$ cat src/rtl/clk_div_pkg.sv
// Shared types and helpers for the programmable clock divider.
package clk_div_pkg;

  localparam int CNT_W   = 16;
  localparam int DIV_MIN = 2;

  typedef logic [CNT_W-1:0] div_t;

  // First counter value of the high phase; the low phase is floor(N/2) cycles.
  function automatic div_t half_thresh(input div_t n);
    return n >> 1'b1;
  endfunction

endpackage

$ cat src/rtl/clk_div_prog.sv
// Runtime-programmable integer clock divider with a shadowed divisor that is
// applied only at period boundaries or on a synchronous re-phase.
module clk_div_prog #(
  parameter int CNT_W   = 16,
  parameter int DEF_DIV = 4
) (
  input  logic             clk_in,
  input  logic             rst_b,
  input  logic             en,
  input  logic             sync_clr,
  input  logic [CNT_W-1:0] div_in,
  input  logic             div_valid,
  output logic             div_ready,
  output logic             div_err,
  output logic [CNT_W-1:0] div_act,
  output logic             clk_out,
  output logic             tick
);

  import clk_div_pkg::*;

  localparam logic [CNT_W-1:0] DEF_DIV_V = CNT_W'(DEF_DIV);
  localparam logic [CNT_W-1:0] DIV_MIN_V = CNT_W'(DIV_MIN);
  localparam logic [CNT_W-1:0] ONE_V     = CNT_W'(1);

  logic [CNT_W-1:0] cnt_q, cnt_d;
  logic [CNT_W-1:0] div_act_q, div_act_d;
  logic [CNT_W-1:0] pend_q, pend_d;
  logic             pend_valid_q, pend_valid_d;
  logic             clk_out_q, clk_out_d;
  logic             div_err_q, div_err_d;

  logic [CNT_W-1:0] last_s;
  logic [CNT_W-1:0] thresh_s;
  logic             boundary_s;
  logic             xfer_s;
  logic             div_ok_s;
  logic             load_s;
  logic             apply_s;

  assign last_s     = div_act_q - ONE_V;
  assign boundary_s = en & (cnt_q == last_s);
  assign xfer_s     = div_valid & ~pend_valid_q;
  assign div_ok_s   = (div_in >= DIV_MIN_V);
  assign load_s     = xfer_s & div_ok_s;
  // load_s needs an empty slot and apply_s a full one, so they never coincide.
  assign apply_s    = pend_valid_q & (sync_clr | boundary_s);

  always_comb begin
    cnt_d        = cnt_q;
    div_act_d    = div_act_q;
    pend_d       = pend_q;
    pend_valid_d = pend_valid_q;
    div_err_d    = 1'b0;

    if (sync_clr) begin
      cnt_d = '0;
    end else if (boundary_s) begin
      cnt_d = '0;
    end else if (en) begin
      cnt_d = cnt_q + ONE_V;
    end else begin
      cnt_d = cnt_q;
    end

    if (apply_s) begin
      div_act_d    = pend_q;
      pend_valid_d = 1'b0;
    end else if (load_s) begin
      pend_d       = div_in;
      pend_valid_d = 1'b1;
    end else begin
      pend_valid_d = pend_valid_q;
    end

    div_err_d = xfer_s & ~div_ok_s;
  end

  if (CNT_W == $bits(div_t)) begin : g_pkg_half
    assign thresh_s = half_thresh(div_act_d);
  end else begin : g_shift_half
    assign thresh_s = div_act_d >> 1'b1;
  end

  // Registering a function of next-state keeps clk_out free of combinational paths.
  assign clk_out_d = (cnt_d >= thresh_s);

  always_ff @(posedge clk_in or negedge rst_b) begin
    if (!rst_b) begin
      cnt_q        <= '0;
      div_act_q    <= DEF_DIV_V;
      pend_q       <= '0;
      pend_valid_q <= 1'b0;
      clk_out_q    <= 1'b0;
      div_err_q    <= 1'b0;
    end else begin
      cnt_q        <= cnt_d;
      div_act_q    <= div_act_d;
      pend_q       <= pend_d;
      pend_valid_q <= pend_valid_d;
      clk_out_q    <= clk_out_d;
      div_err_q    <= div_err_d;
    end
  end

  assign div_ready = ~pend_valid_q;
  assign div_err   = div_err_q;
  assign div_act   = div_act_q;
  assign clk_out   = clk_out_q;
  assign tick      = boundary_s;

endmodule
$ cat config.mk
export PLATFORM = sky130hd
export DESIGN_NAME = clk_div_prog
export DESIGN_NICKNAME = d
export VERILOG_FILES = /design/src/rtl/clk_div_pkg.sv /design/src/rtl/clk_div_prog.sv
export SDC_FILE = /design/constraint.sdc
export NUM_CORES = 1
export LEC_CHECK = 0
export ABC_AREA = 1
export BUFFER_PORTS_ARGS = -buffer_cell sky130_fd_sc_hd__buf_4
export CAP_MARGIN = 20
export CORE_MARGIN = 2
export CORE_UTILIZATION = 59
export CTS_CLUSTER_SIZE = 40
export DETAILED_ROUTE_END_ITERATION = 12
export PLACE_DENSITY = 0.8
export REMOVE_ABC_BUFFERS = 1
export SLEW_MARGIN = 20
export SYNTH_ARGS = -nofsm -noshare
export SYNTH_HDL_FRONTEND = slang
export SYNTH_SLANG_ARGS = --single-unit
$ cat constraint.sdc
create_clock -name clk_in -period 3.7 [get_ports clk_in]
set_clock_uncertainty 0.1 [all_clocks]
set_input_delay 0.37 -clock clk_in [delete_from_list [all_inputs] [get_ports clk_in]]
set_output_delay 0.37 -clock clk_in [all_outputs]
set_load 0.01 [all_outputs]
Word-level counts from Yosys, hierarchy flattened --
Index checks and enable logic that the tools add are counted.
Word-level totals: register bits after elaboration 51
Cells by class: bitwise logic cells 9, multiplexer cells 6, reductions and logical operators 2, add/subtract/negate cells 2, eq/ne operators 1, magnitude comparators 2
Operators with widths (number):
- $mux W16 | 4
- $add A16 B1 Y16 const B | 1
- $eq A16 B16 Y1 | 1
- $ge A16 B15 Y1 | 1
- $ge A16 B2 Y1 const B | 1
- $sub A16 B1 Y16 const B | 1
- $and A1 B1 Y1 | 5
- $not A1 Y1 | 3
- $mux W1 | 2
- $reduce_and A2 Y1 | 1
- $reduce_bool A2 Y1 | 1
- $or A1 B1 Y1 | 1

Depth between registers and ports, before layout --
depth after elaboration 7, gate-level depth with buffers 34

Least setup slack after synthesis --
No wires, ideal clock.
path kind register -> register, from reg div_act_q[0] (netlist: div_act[0]), to reg clk_out_q (netlist: clk_out), arrival 2.984 ns, cell stages (with the launch flop) 31, path slack 0.491 ns, path through dfrtp_1 > inv_1 > ha_1 > buf_2 > nand2_1 > nor2_2 > nand2_1 > xor2_1 > nand2_1 > nor2_2 > nand3_2 > nand2_2 > buf_6 > buf_6 > nand3_1 > nand2_1 > ha_1 > o21ai_0 > nand2_1 > nand2_1 > nand2_1 > nand2_1 > nand2_1 > nand2_1 > nand2_1 > nand2_1 > nand2_1 > nand2_1 > nand2_1 > nand2_1 > nand3_1
On the way: word-level cells in the longest chain between the ends 7, elaborated cells between the ends (all ways) 9, those cells by class 1 x add/sub; 1 x order compare; 1 x eq/ne; 3 x mux; 3 x bitwise
Ends and longest elaborated chain:
- from (decl) | RTL line clk_div_prog.sv:27 | logic [CNT_W-1:0] div_act_q, div_act_d;
- from (signal assigned) | RTL line clk_div_prog.sv:98 | div_act_q <= div_act_d;
- $sub A16 B1 Y16 | RTL line clk_div_prog.sv:41 | assign last_s = div_act_q - ONE_V;
- $eq A16 B16 Y1 | RTL line clk_div_prog.sv:42 | assign boundary_s = en & (cnt_q == last_s);
- $and A1 B1 Y1 | RTL line clk_div_prog.sv:42
- $or A1 B1 Y1 | RTL line clk_div_prog.sv:47 | assign apply_s = pend_valid_q & (sync_clr | boundary_s);
- $and A1 B1 Y1 | RTL line clk_div_prog.sv:47
- $mux W16 | RTL line clk_div_prog.sv:66 | if (apply_s) begin
- named net div_act_d[1] | RTL line clk_div_prog.sv:27
- $ge A16 B15 Y1 | RTL line clk_div_prog.sv:86 | assign clk_out_d = (cnt_d >= thresh_s);
- named net clk_out_d | RTL line clk_div_prog.sv:30 | logic clk_out_q, clk_out_d;
- to (signal assigned) | RTL line clk_div_prog.sv:101 | clk_out_q <= clk_out_d;
- to (decl) | RTL line clk_div_prog.sv:30
The timed path passes the listed nets, and every way through them passes these cells. A chain may end at the register's enable or synchronous reset.

Worst setup path in the final report --
from reg div_act_q[5] (netlist: div_act[5]), to reg clk_out_q (netlist: clk_out)
The elaborated chain is that of the path after synthesis.

==> flow_metrics.py <==
metrics = {
    "sta": {
        "report.final.setup_viol": 0,
        "tightest_slew_ps": 631,
        "timing.hold.ws_ps": -21.5,
        "fmax_ghz": 0.296,
        "fin_crit_ps": 3380,
        "post-route-period-util_pct": 91.4,
        "tns_ps": 0,
        "final-hold-violation-count": 34,
        "slew_headroom_pct": 57.9,
        "drv_slew": 0,
        "grt_setup_unrepaired": "false",
    },
    "synthesis": {
        "synthFlopType": "dfrtp_1",
        "synthDistinctLibCells": 36,
        "mappedNetlistArea_sq_um": 3560,
        "ys_seq_area_share_pct": 35.9,
        "ys_warn_count": 0,
        "synthCells": 503,
        "ys_seq_elements": 51,
        "async_flop_share_pct": 100,
        "synth_edf_count": 0,
        "syn_avg_cell_area_sq_um": 7.07,
    },
    "critical_path": {
        "required_ps": 3790,
        "crit_buf_inv": 1,
        "cpPeakStageDelay_ps": 480,
        "cp_max_fo": 23,
        "critPathMostFrequentCell": "nand2_1",
        "worstSetupStartpointType": "flop",
        "worstSetupEndpointType": "flop",
        "worstPathArrival_ps": 3470,
        "critical_path_class": "reg2reg",
        "cp_top_family": "simple AND/OR/NAND/NOR gates",
        "crit_slowest_cell": "dfrtp_1",
    },
    "floorplan": {
        "die_h_microns": 81.6,
        "io_pins": 41,
        "die_area_sq_um": 6660,
        "start_util_pct": 60.4,
        "die_w_microns": 81.6,
        "rows": 28,
        "design.core.area_sq_um": 5890,
    },
    "power": {
        "p_leak_nw": 2.21,
        "ir_drop_v": 0.000304,
        "p_total_mw": 1.94,
        "p_sw_mw": 0.821,
        "p_comb_share_pct": 42.8,
        "p_per_area_nw_per_um2": 479,
        "p_int_mw": 1.12,
        "seq_power_share_pct": 41.3,
        "clockPowerShare_pct": 15.9,
        "power.share.switching_pct": 42.3,
    },
    "clock_tree": {
        "cts.sinks": 51,
        "cts_tree": "yes",
        "ctsHoldBuffers": 0,
        "numCtsBuffers": 5,
        "h-tree-depth": 2,
        "clk_pin_slew_ps": 90,
        "clkLatencyLatePin_ps": 300,
        "clock_path_buffers": 2,
        "root_buffer": "clkbuf_8",
    },
    "grt": {
        "antenna_found_initial": 0,
        "grt-ovfl-total": 0,
        "grt_max_degree": 52,
        "grt_pass1_vias": 3111,
        "grt_usage_pct": 27.3,
        "grt_pass1_wl_microns": 14200,
    },
    "cells_and_area": {
        "final_common_cell": "nand2_1",
        "num-fill-cells": 506,
        "syn_to_final_growth_pct": 14.0,
        "antenna_cells": 0,
        "nNetsFinal": 578,
        "final_core_util_pct": 68.9,
        "final_area_sq_um": 4050,
        "drive_gt1_share_pct": 14.2,
        "final_cells": 616,
        "layout_common_cells": "nand2_1, inv_1, nor2_1, nand3_1, dfrtp_1",
    },
    "detailed_routing": {
        "drtIter0Drc": 273,
        "via_per_inst": 5.44,
        "drtAntennaViolNets": 0,
        "wl_microns": 8610,
        "wl_per_cell_microns": 14.0,
        "via_count": 3354,
        "drc": 0,
        "first_pass_iters": 5,
    },
    "place": {
        "io_buffers": 40,
        "place_inst": 607,
        "hpwlAfterDp_microns": 6580,
        "place_area_sq_um": 3900,
        "globalplace.congestion": 0.924,
    },
    "run_status": {
        "status": "finished with violations",
        "violations": "negative hold slack",
    },
    "hold_path": {
        "hp-class": "in2async",
    },
    "run": {
        "maxCapViolCount": 0,
    },
}
==> per-layer routing <==
layer / track usage (%) / share of wire (%) / up-vias
met4: 7.83 / 1.4 / 0
met2: 45.3 / 48 / 103
met3: 3.19 / 5.2 / 13
li1: - / - / 1664
met1: 38.0 / 45 / 1574
met5: 0 / 0 / -
==> cell type report <==
type | count | area (sq um) | area share (%)
multi-input combinational | 372 | 1970 | 48.6
sequential | 51 | 1280 | 31.5
timing repair buffer | 47 | 390 | 9.63
inverter | 63 | 236 | 5.83
tap | 75 | 93.8 | 2.31
clock buffer | 6 | 72.6 | 1.79
clock inverter | 2 | 12.5 | 0.309
==> sequential cells by signal, indices dropped and copies added (netlist names) <==
signal / count
clk_out: 1
pend_q: 16
cnt_q: 16
div_err: 1
pend_valid_q: 1
div_act: 16
==> stage by stage <==
step,hold WS (ps),setup WS [ps]
4_1_cts,2.07,121
6_report,-21.5,319
3_5_place_dp,331,147
2_1_floorplan,-25.6,-344
5_1_grt,23.5,6.44
3_3_place_gp,325,247
==> path summary, 6_finish.rpt <==
check,from,to,cells past startpoint,slack (ps)
worst max-delay path,div_act[5]$_DFF_PN0_,clk_out$_DFF_PN0_,29,320
worst max register to register,div_act[5]$_DFF_PN0_,clk_out$_DFF_PN0_,29,320
worst min-delay path,rst_b,pend_q[2]$_DFFE_PN0P_,1,-20
min in group clk_in,div_in[0],pend_q[0]$_DFFE_PN0P_,2,200
worst min register to register,pend_q[12]$_DFFE_PN0P_,div_act[12]$_DFF_PN0_,2,410
max in group asynchronous,rst_b,cnt_q[5]$_DFF_PN0_,1,3090
==> worst register-to-register path, delay by kind of cell, from the launching register on <==
family / cells / cell delay, ps
adder cells (fa/ha/maj): 1 / 220
AO/OA/AOI/OAI: 1 / 150
flip-flops: 1 / 480
AND/OR/NAND/NOR: 26 / 2130
buffers and inverters: 1 / 170
==> cells by family after synthesis <==
family,share of synthesized area (%)
xor gates and xnor gates,6.40
AOI/OAI and AO/OA,4.82
muxes,0.915
and+or+nand+nor,36.3
adders and majority gates,5.98
DFF,35.9
buffers and inverters,9.64
==> power by group through the flow <==
stage          Clock, mW  Combinational [mW]  Sequential [mW]
6_report           0.309               0.832            0.802
2_1_floorplan          0               0.499            0.794
5_1_grt            0.336               0.944            0.813
4_1_cts            0.313               0.802            0.790
3_5_place_dp           0               0.798            0.802
3_3_place_gp           0               0.774            0.794
==> cell usage after synthesis (5+ instances only) <==
cell | number | area [sq um]
a21oi_1 | 23 | 115
buf_2 | 7 | 35.0
clkbuf_1 | 5 | 18.8
dfrtp_1 | 50 | 1250
ha_1 | 17 | 213
inv_1 | 62 | 233
nand2_1 | 149 | 559
nand3_1 | 51 | 255
nand4_1 | 9 | 56.3
nor2_1 | 55 | 206
nor2_2 | 6 | 37.5
nor3_1 | 8 | 40.0
xnor2_1 | 6 | 52.6
xor2_1 | 20 | 175
==> what timing repair did <==
| item | in CTS | in global routing |
|---|---|---|
| resized for setup | 0 | 12 |
| endpoints found under the hold margin | 0 | 0 |
| buffers inserted | 0 | 0 |
| endpoints found under the setup margin | 0 | 1 |
Note: power is estimated with default switching activity, not from simulation.
